## config.mk

```make
export PLATFORM = sky130hd
export DESIGN_NAME = spi_cmd_decoder
export DESIGN_NICKNAME = d
export VERILOG_FILES = /design/src/rtl/spi_cmd_decoder.sv
export SDC_FILE = /design/constraint.sdc
export NUM_CORES = 1
export LEC_CHECK = 0
export BUFFER_PORTS_ARGS = -buffer_cell sky130_fd_sc_hd__buf_2
export CAP_MARGIN = 30
export CORE_UTILIZATION = 40
export CTS_CLUSTER_SIZE = 40
export DETAILED_ROUTE_END_ITERATION = 8
export PLACE_DENSITY = 0.69
export SLEW_MARGIN = 40
export SYNTH_ARGS = -nofsm -noshare
export SYNTH_HDL_FRONTEND = slang
export SYNTH_SLANG_ARGS = --single-unit
```

## constraint.sdc

```tcl
create_clock -name clk -period 2.09 [get_ports clk]
set_input_delay 0.1045 -clock clk [delete_from_list [all_inputs] [get_ports clk]]
set_output_delay 0.1045 -clock clk [all_outputs]
set_load 0.05 [all_outputs]
```

## src/rtl/spi_cmd_decoder.sv

```systemverilog
`default_nettype none
// +----------------------------------------------------------------------------+
// | spi_cmd_decoder: parses SPI byte stream into register writes / bank clear. |
// | Revision: 1.0                                                              |
// +----------------------------------------------------------------------------+
module spi_cmd_decoder #(
    parameter int NUM_REGS = 16,
    parameter int ADDR_W   = 6
) (
    input  logic                   clk,
    input  logic                   rst,
    input  logic                   frame_active,
    input  logic [7:0]             byte_in,
    input  logic                   byte_valid,
    output logic [NUM_REGS*16-1:0] regs_flat,
    output logic                   wr_en,
    output logic [ADDR_W-1:0]      wr_addr,
    output logic [15:0]            wr_data,
    output logic                   clr_pulse,
    output logic [7:0]             err_count,
    output logic                   busy
);

    localparam logic [1:0] c_idle    = 2'd0;
    localparam logic [1:0] c_wait_lo = 2'd1;
    localparam logic [1:0] c_wait_hi = 2'd2;

    localparam logic [ADDR_W:0] c_num_regs = (ADDR_W+1)'(NUM_REGS);

    logic [1:0]        r_state;
    logic [ADDR_W-1:0] r_addr;
    logic [7:0]        r_hi;

    logic        w_take;
    logic        w_abort;
    logic        w_clear;
    logic        w_commit;
    logic        w_addr_ok;
    logic        w_wr;
    logic        w_err;
    logic [15:0] w_data;

    // A byte seen while the frame is down is never decoded.
    assign w_take    = byte_valid & frame_active;
    assign w_abort   = (r_state != c_idle) & ~frame_active;
    assign w_clear   = w_take & (r_state == c_idle) & (byte_in[7:6] == 2'b11);
    assign w_commit  = w_take & (r_state == c_wait_lo);
    assign w_addr_ok = ({1'b0, r_addr} < c_num_regs);
    assign w_wr      = w_commit & w_addr_ok;
    assign w_err     = w_abort | (w_commit & ~w_addr_ok);
    assign w_data    = {r_hi, byte_in};
    assign busy      = (r_state != c_idle);

    always_ff @(posedge clk) begin
        if (rst) begin
            r_state   <= c_idle;
            r_addr    <= '0;
            r_hi      <= '0;
            wr_en     <= 1'b0;
            wr_addr   <= '0;
            wr_data   <= '0;
            clr_pulse <= 1'b0;
            err_count <= '0;
        end else begin
            wr_en     <= w_wr;
            clr_pulse <= w_clear;
            if (w_wr) begin
                wr_addr <= r_addr;
                wr_data <= w_data;
            end
            if (w_err && (err_count != 8'hFF)) begin
                err_count <= err_count + 8'd1;
            end

            if (w_abort) begin
                r_state <= c_idle;
            end else if (w_take) begin
                case (r_state)
                    c_idle: begin
                        case (byte_in[7:6])
                            2'b01: begin
                                // High byte zeroed so WRITE8 data is zero-extended.
                                r_addr  <= byte_in[ADDR_W-1:0];
                                r_hi    <= 8'h00;
                                r_state <= c_wait_lo;
                            end
                            2'b10: begin
                                r_addr  <= byte_in[ADDR_W-1:0];
                                r_state <= c_wait_hi;
                            end
                            default: r_state <= c_idle;
                        endcase
                    end
                    c_wait_hi: begin
                        r_hi    <= byte_in;
                        r_state <= c_wait_lo;
                    end
                    c_wait_lo: r_state <= c_idle;
                    default:   r_state <= c_idle;
                endcase
            end
        end
    end

    for (genvar i = 0; i < NUM_REGS; i++) begin : g_regs
        logic [15:0] r_reg;

        always_ff @(posedge clk) begin
            if (rst || w_clear) begin
                r_reg <= '0;
            end else if (w_wr && (r_addr == ADDR_W'(i))) begin
                r_reg <= w_data;
            end
        end

        assign regs_flat[16*i +: 16] = r_reg;
    end

endmodule
`default_nettype wire

```

==> After elaboration in Yosys (flattened, before gate mapping) <==
Index checks and enable logic that the tools add are counted.
{ "classes": {"n_addsub": 1, "n_mux": 4, "magnitude_cmp": 1, "reduce_logical": 26, "eq_ne": 22, "bitwise_logic": 11} }
{ "ops": {"columns": ["operator", "n"], "rows": [
  ["equality test 6 x 4 -> 1 bit (second input constant)", 8],
  ["equality test 6 x 3 -> 1 bit (second input constant)", 4],
  ["logical AND 1 bit", 17],
  ["one-hot mux 8 bit (2 select lines)", 1],
  ["equality test 6 x 2 -> 1 bit (second input constant)", 2],
  ["adder 8 x 1 -> 8 bit (second input constant)", 1],
  ["2-to-1 mux 8 bit", 1],
  ["inequality test 8 bit (second input constant)", 1],
  ["one-hot mux 2 bit (2 select lines)", 2],
  ["AND reduction 4 bit", 2],
  ["bitwise AND 1 bit", 7],
  ["equality test 2 bit (second input constant)", 3],
  ["equality test 6 x 1 -> 1 bit (second input constant)", 1],
  ["zero test 6 bit", 1],
  ["less-than comparator 6 x 5 -> 1 bit (second input constant)", 1],
  ["equality test 2 x 1 -> 1 bit (second input constant)", 2],
  ["nonzero test 2 bit", 2],
  ["OR reduction 2 bit", 2],
  ["NOT 1 bit", 3],
  ["zero test 2 bit", 1],
  ["inequality test 2 x 1 -> 1 bit (second input constant)", 1],
  ["logical OR 1 bit", 1],
  ["bitwise OR 1 bit", 1]
]} }
{ "totals": {"wordCells": 89, "reg_bits": 304, "in_bits": 12} }

==> Logic depth before layout (Yosys ltp) <==
{ "depth": {"ltp_word": 5, "mapped_depth": 9, "depth_no_buf": 6} }

==> Least setup slack after synthesis <==
Ideal clock, no wire load.
{ "synth_timing": {"kind": "register -> register", "start": "register err_count[0]", "end": "register err_count[5]", "setup_time_ns": 0.070, "arrival_ns": 1.644, "stages_incl_launch_ff": 6, "required_ns": 2.020, "setup_slack_ns": 0.376, "cell_sequence": "dfxtp_1 ha_1 nand4_1 nand3_2 or4_1 a21oi_1"} }
{ "synth_via": {"elab_chain_cells": 2, "elab_cells_between_ends": 3} }
{ "synth_rtl": {"columns": ["item", "line_no", "source"], "rows": [
  ["start, declared", "20", "output logic [7:0] err_count,"],
  ["start signal, assigned", "72", "err_count <= err_count + 8'd1;"],
  ["parallel branches: the longest is 2 deep, another holds adder 8 x 1 -> 8 bit", null, null]
]} }
Parallel ways; which one is timed is not known.
A chain may end at the register's enable or synchronous reset.

==> Worst setup path after layout <==
{ "layout_timing": {"start": "register r_state[1]", "end": "register err_count[5]"} }
{ "layout_via": {"elab_chain_cells": 5, "elab_cells_between_ends": 7} }
{ "layout_rtl": {"columns": ["item", "line_no", "source"], "rows": [
  ["start, declared", "30", "logic [1:0] r_state;"],
  ["start signal, assigned", "56", "r_state <= c_idle;"],
  ["start signal, assigned", "76", "r_state <= c_idle;"],
  ["start signal, assigned", "85", "r_state <= c_wait_lo;"],
  ["equality test 2 x 1 -> 1 bit", "47", "assign w_commit = w_take & (r_state == c_wait_lo);"],
  ["bitwise AND 1 bit", "47", null],
  ["bitwise AND 1 bit", "50", "assign w_err = w_abort | (w_commit & ~w_addr_ok);"],
  ["bitwise OR 1 bit *", "50", null],
  ["logical AND 1 bit *", "71", "if (w_err && (err_count != 8'hFF)) begin"]
]} }
Every way passes the cells marked *; elsewhere a longest branch is shown, timed or not.

==> summary.md <==
| Metric | Value |
|---|---|
| Layout area overhead | `28.4%` |
| Vias per inst | `~5.2` |
| FMAX | `roughly 0.57 GHz` |
| Via Count | `about 9,000` |
| Area contributors post-synth | `dfxtp_1 (59%), nand3_1 (13%), o21ai_0 (11%)` |
| Setup TNS | `0 ps` |
| Flops & latches, synth | `between 300 and 400` |
| Largest area contributor in the netlist | `dfxtp_1` |
| Final ANT Viol Nets | `0` |
| Worst path top cell family by delay | `simple AND/OR/NAND/NOR gates` |
| Power Dens Cells | `867 nW/um2` |
| Crit path arrival time | `~2200 ps` |
| WS Path Type | `flop to flop` |
| Synthesized area | `between 10,000 and 15,000 um2` |
| Final period utilization | `0.843` |
| Max-slew violations | `0` |
| Port Buf Inserts | `300` |
| # rows | `58` |
| Nets | `1,433` |
| Worst-path fanout max | `8` |
| Clk sinks | `304` |
| Status | `finished clean` |
| Critical Path Source Type | `flop` |
| Simple-gate share of the synthesized area | `0.187` |
| Layout cells sized above 1 | `0.289` |
| Leakage dissipation | `around 5.7 nW` |
| Drt wl/cell | `~18 um` |
| H-tree level count | `1` |
| CTS tree | `done` |
| Most common cell in the synthesized netlist | `dfxtp_1` |
| Post-synth EDFFs | `0` |
| Final min period | `roughly 1800 ps` |
| Global route overflow | `0` |
| CTS buffer count | `30` |
| Critical-path top delay cell | `or4_1` |
| Die X | `~160 um` |
| Max cap viols | `0` |
| Top-level I/O count | `301` |
| Max incr delay on CP | `between 400 and 500 ps` |
| Reg clk slew, reported paths | `approximately 60 ps` |
| Post-synthesis sequential area ratio | `0.591` |
| Largest net degree at the start of global routing | `approximately 140` |
| Final Skew | `roughly 7.9 ps` |
| Yosys warnings | `0` |
| Total iterations of the first detailed-routing run | `5` |
| HP Class | `input port to flop` |
| First-pass GRT wire length | `between 40 and 50 mm` |
| 1st-iter DRT viols | `~1,000` |
| GRT Total Usage | `0.229` |
| Ys flop type | `dfxtp_1` |
| CP endpoint kind | `flop` |
| Mux contribution to synthesized area | `0.00681` |
| RSZ-0062 raised after global routing | `false` |
| Synth Area in Compound Gates | `0.150` |
| RD Place Congestion | `between 0.8 and 0.9` |
| Detail Placement HPWL | `about 21 mm` |
| Critical path required time | `between 2000 and 3000 ps` |
| Total Routed Length | `approximately 32 mm` |
| Post-synth top area share | `0.591` |
| Worst-Margin Slew | `around 630 ps` |
| Initial Util | `0.409` |
| Die Footprint | `26,400 um2` |
| ANT cells | `0` |
| Post-Synth XOR/XNOR Area | `0.00170` |
| Final hold vios | `0` |
| Clock Tree Root | `clkbuf_16` |
| # DRC | `0` |
| Final core occ | `0.525` |
| Max reg flops | `between 200 and 300` |
| Die height | `around 160 um` |
| Top post-synthesis cells by count | `dfxtp_1 (304), nand3_1 (276), o21ai_0 (231)` |
| Post-Synth Adder-Cell Area | `0.00608` |
| Clock buffer depth | `3` |
| Initial antenna violation count | `0` |
| CP cell instances | `buf_4 > o31ai_2 > nand3_2 > or4_1 > a21oi_1` |
| Buf/Inv on CP | `1` |
| Vias in the first global route | `a little under 8,000` |
| Latest clock arrival within the worst-skew pair | `550 ps` |
| Yosys cell types | `44` |
| Gate Count Post-Synth | `between 1,000 and 1,500` |
| Final setup fails | `0` |
| Asr flop ratio synth | `0` |
| VDD IR max | `518 uV` |
| Avg Inst Size Synth | `approximately 9.2 um2` |
| Largest family of logic cells by synthesized area | `simple AND/OR/NAND/NOR gates` |
| Core area | `25,200 um2` |
| Relative slew slack | `0.576` |
| Synth Net Count | `around 1,100` |
## metal layers
metal / share of wire / track usage
met5: 0 / 0
met4: 0.022 / 0.0609
met3: 0.077 / 0.0415
met2: 0.45 / 0.357
met1: 0.45 / 0.324
## stage by stage
stage               power (W)  cell area, um2  cells  setup WS [ps]  hold WS, ps
CTS                    0.0115           13200   1762            108          137
floorplan             0.00616           10300   1123            376          241
detailed placement    0.00627           12100   1700            121          419
finish                 0.0115           13200   1766            328          164
global route           0.0118           13200   1766            206          164
global placement      0.00627           12100   1700            188          407
## where the power goes
group / total [W] / internal [W] / switching [W]
combinational: 0.000370 / 0.0000976 / 0.000273
sequential: 0.00581 / 0.00580 / 0.00000991
clock: 0.00527 / 0.00305 / 0.00222
total: 0.0115 / 0.00895 / 0.00250
## worst register-to-register path, delay by kind of cell, from the launching register on
family | cells | cell delay (ps)
AOI/OAI and AO/OA | 2 | 560
buffers and inverters | 1 | 160
DFF | 1 | 320
and+or+nand+nor | 2 | 660
## path summary, 6_finish.rpt
check / cells past startpoint / slack (ps) / to / start
worst max register to register: 5 / 330 / err_count[5] / r_state[1]
worst max-delay path: 5 / 330 / err_count[5] / r_state[1]
worst min register to register: 2 / 450 / wr_data[12] / wr_data[12]
worst min-delay path: 3 / 160 / r_addr[3] / rst
## cell usage in the layout, fill, tap and decap left out, types with 15 or more instances in the layout
cell type  netlist  layout
a21oi_1         32      32
buf_2           23     300
buf_4           24      55
clkbuf_16        0      32
dfxtp_1        304     304
nand2_1         63      63
nand3_1        276     276
nor2_1          15      15
o21ai_0        231     231
o21ai_1         28      28
## cell type report
class / instances / area (um2)
clock buffer: 43 / 891
clock inverter: 9 / 70.1
fill: 2260 / 12000
inverter: 4 / 15.0
multi-input combinational: 706 / 3620
sequential: 304 / 6090
tap: 330 / 413
timing repair buffer: 370 / 2110
## logic make-up (layout without fill, tap and decap cells)
group	after synthesis	count (layout)
xor gates and xnor gates	2	2
DFF	304	304
buffers and inverters	113	426
and+or+nand+nor	391	391
muxes	7	7
adders and majority gates	5	5
AOI/OAI and AO/OA	301	301
## repair_timing
item / 4_1_cts / 5_1_grt
endpoints found under the setup margin: 0 / 49
gates resized for setup: 0 / 4
hold buffers: 10 / 0
endpoints found under the hold margin: 23 / 0
buffers inserted: 0 / 3
No activity file was read; power rests on OpenSTA's default activity.
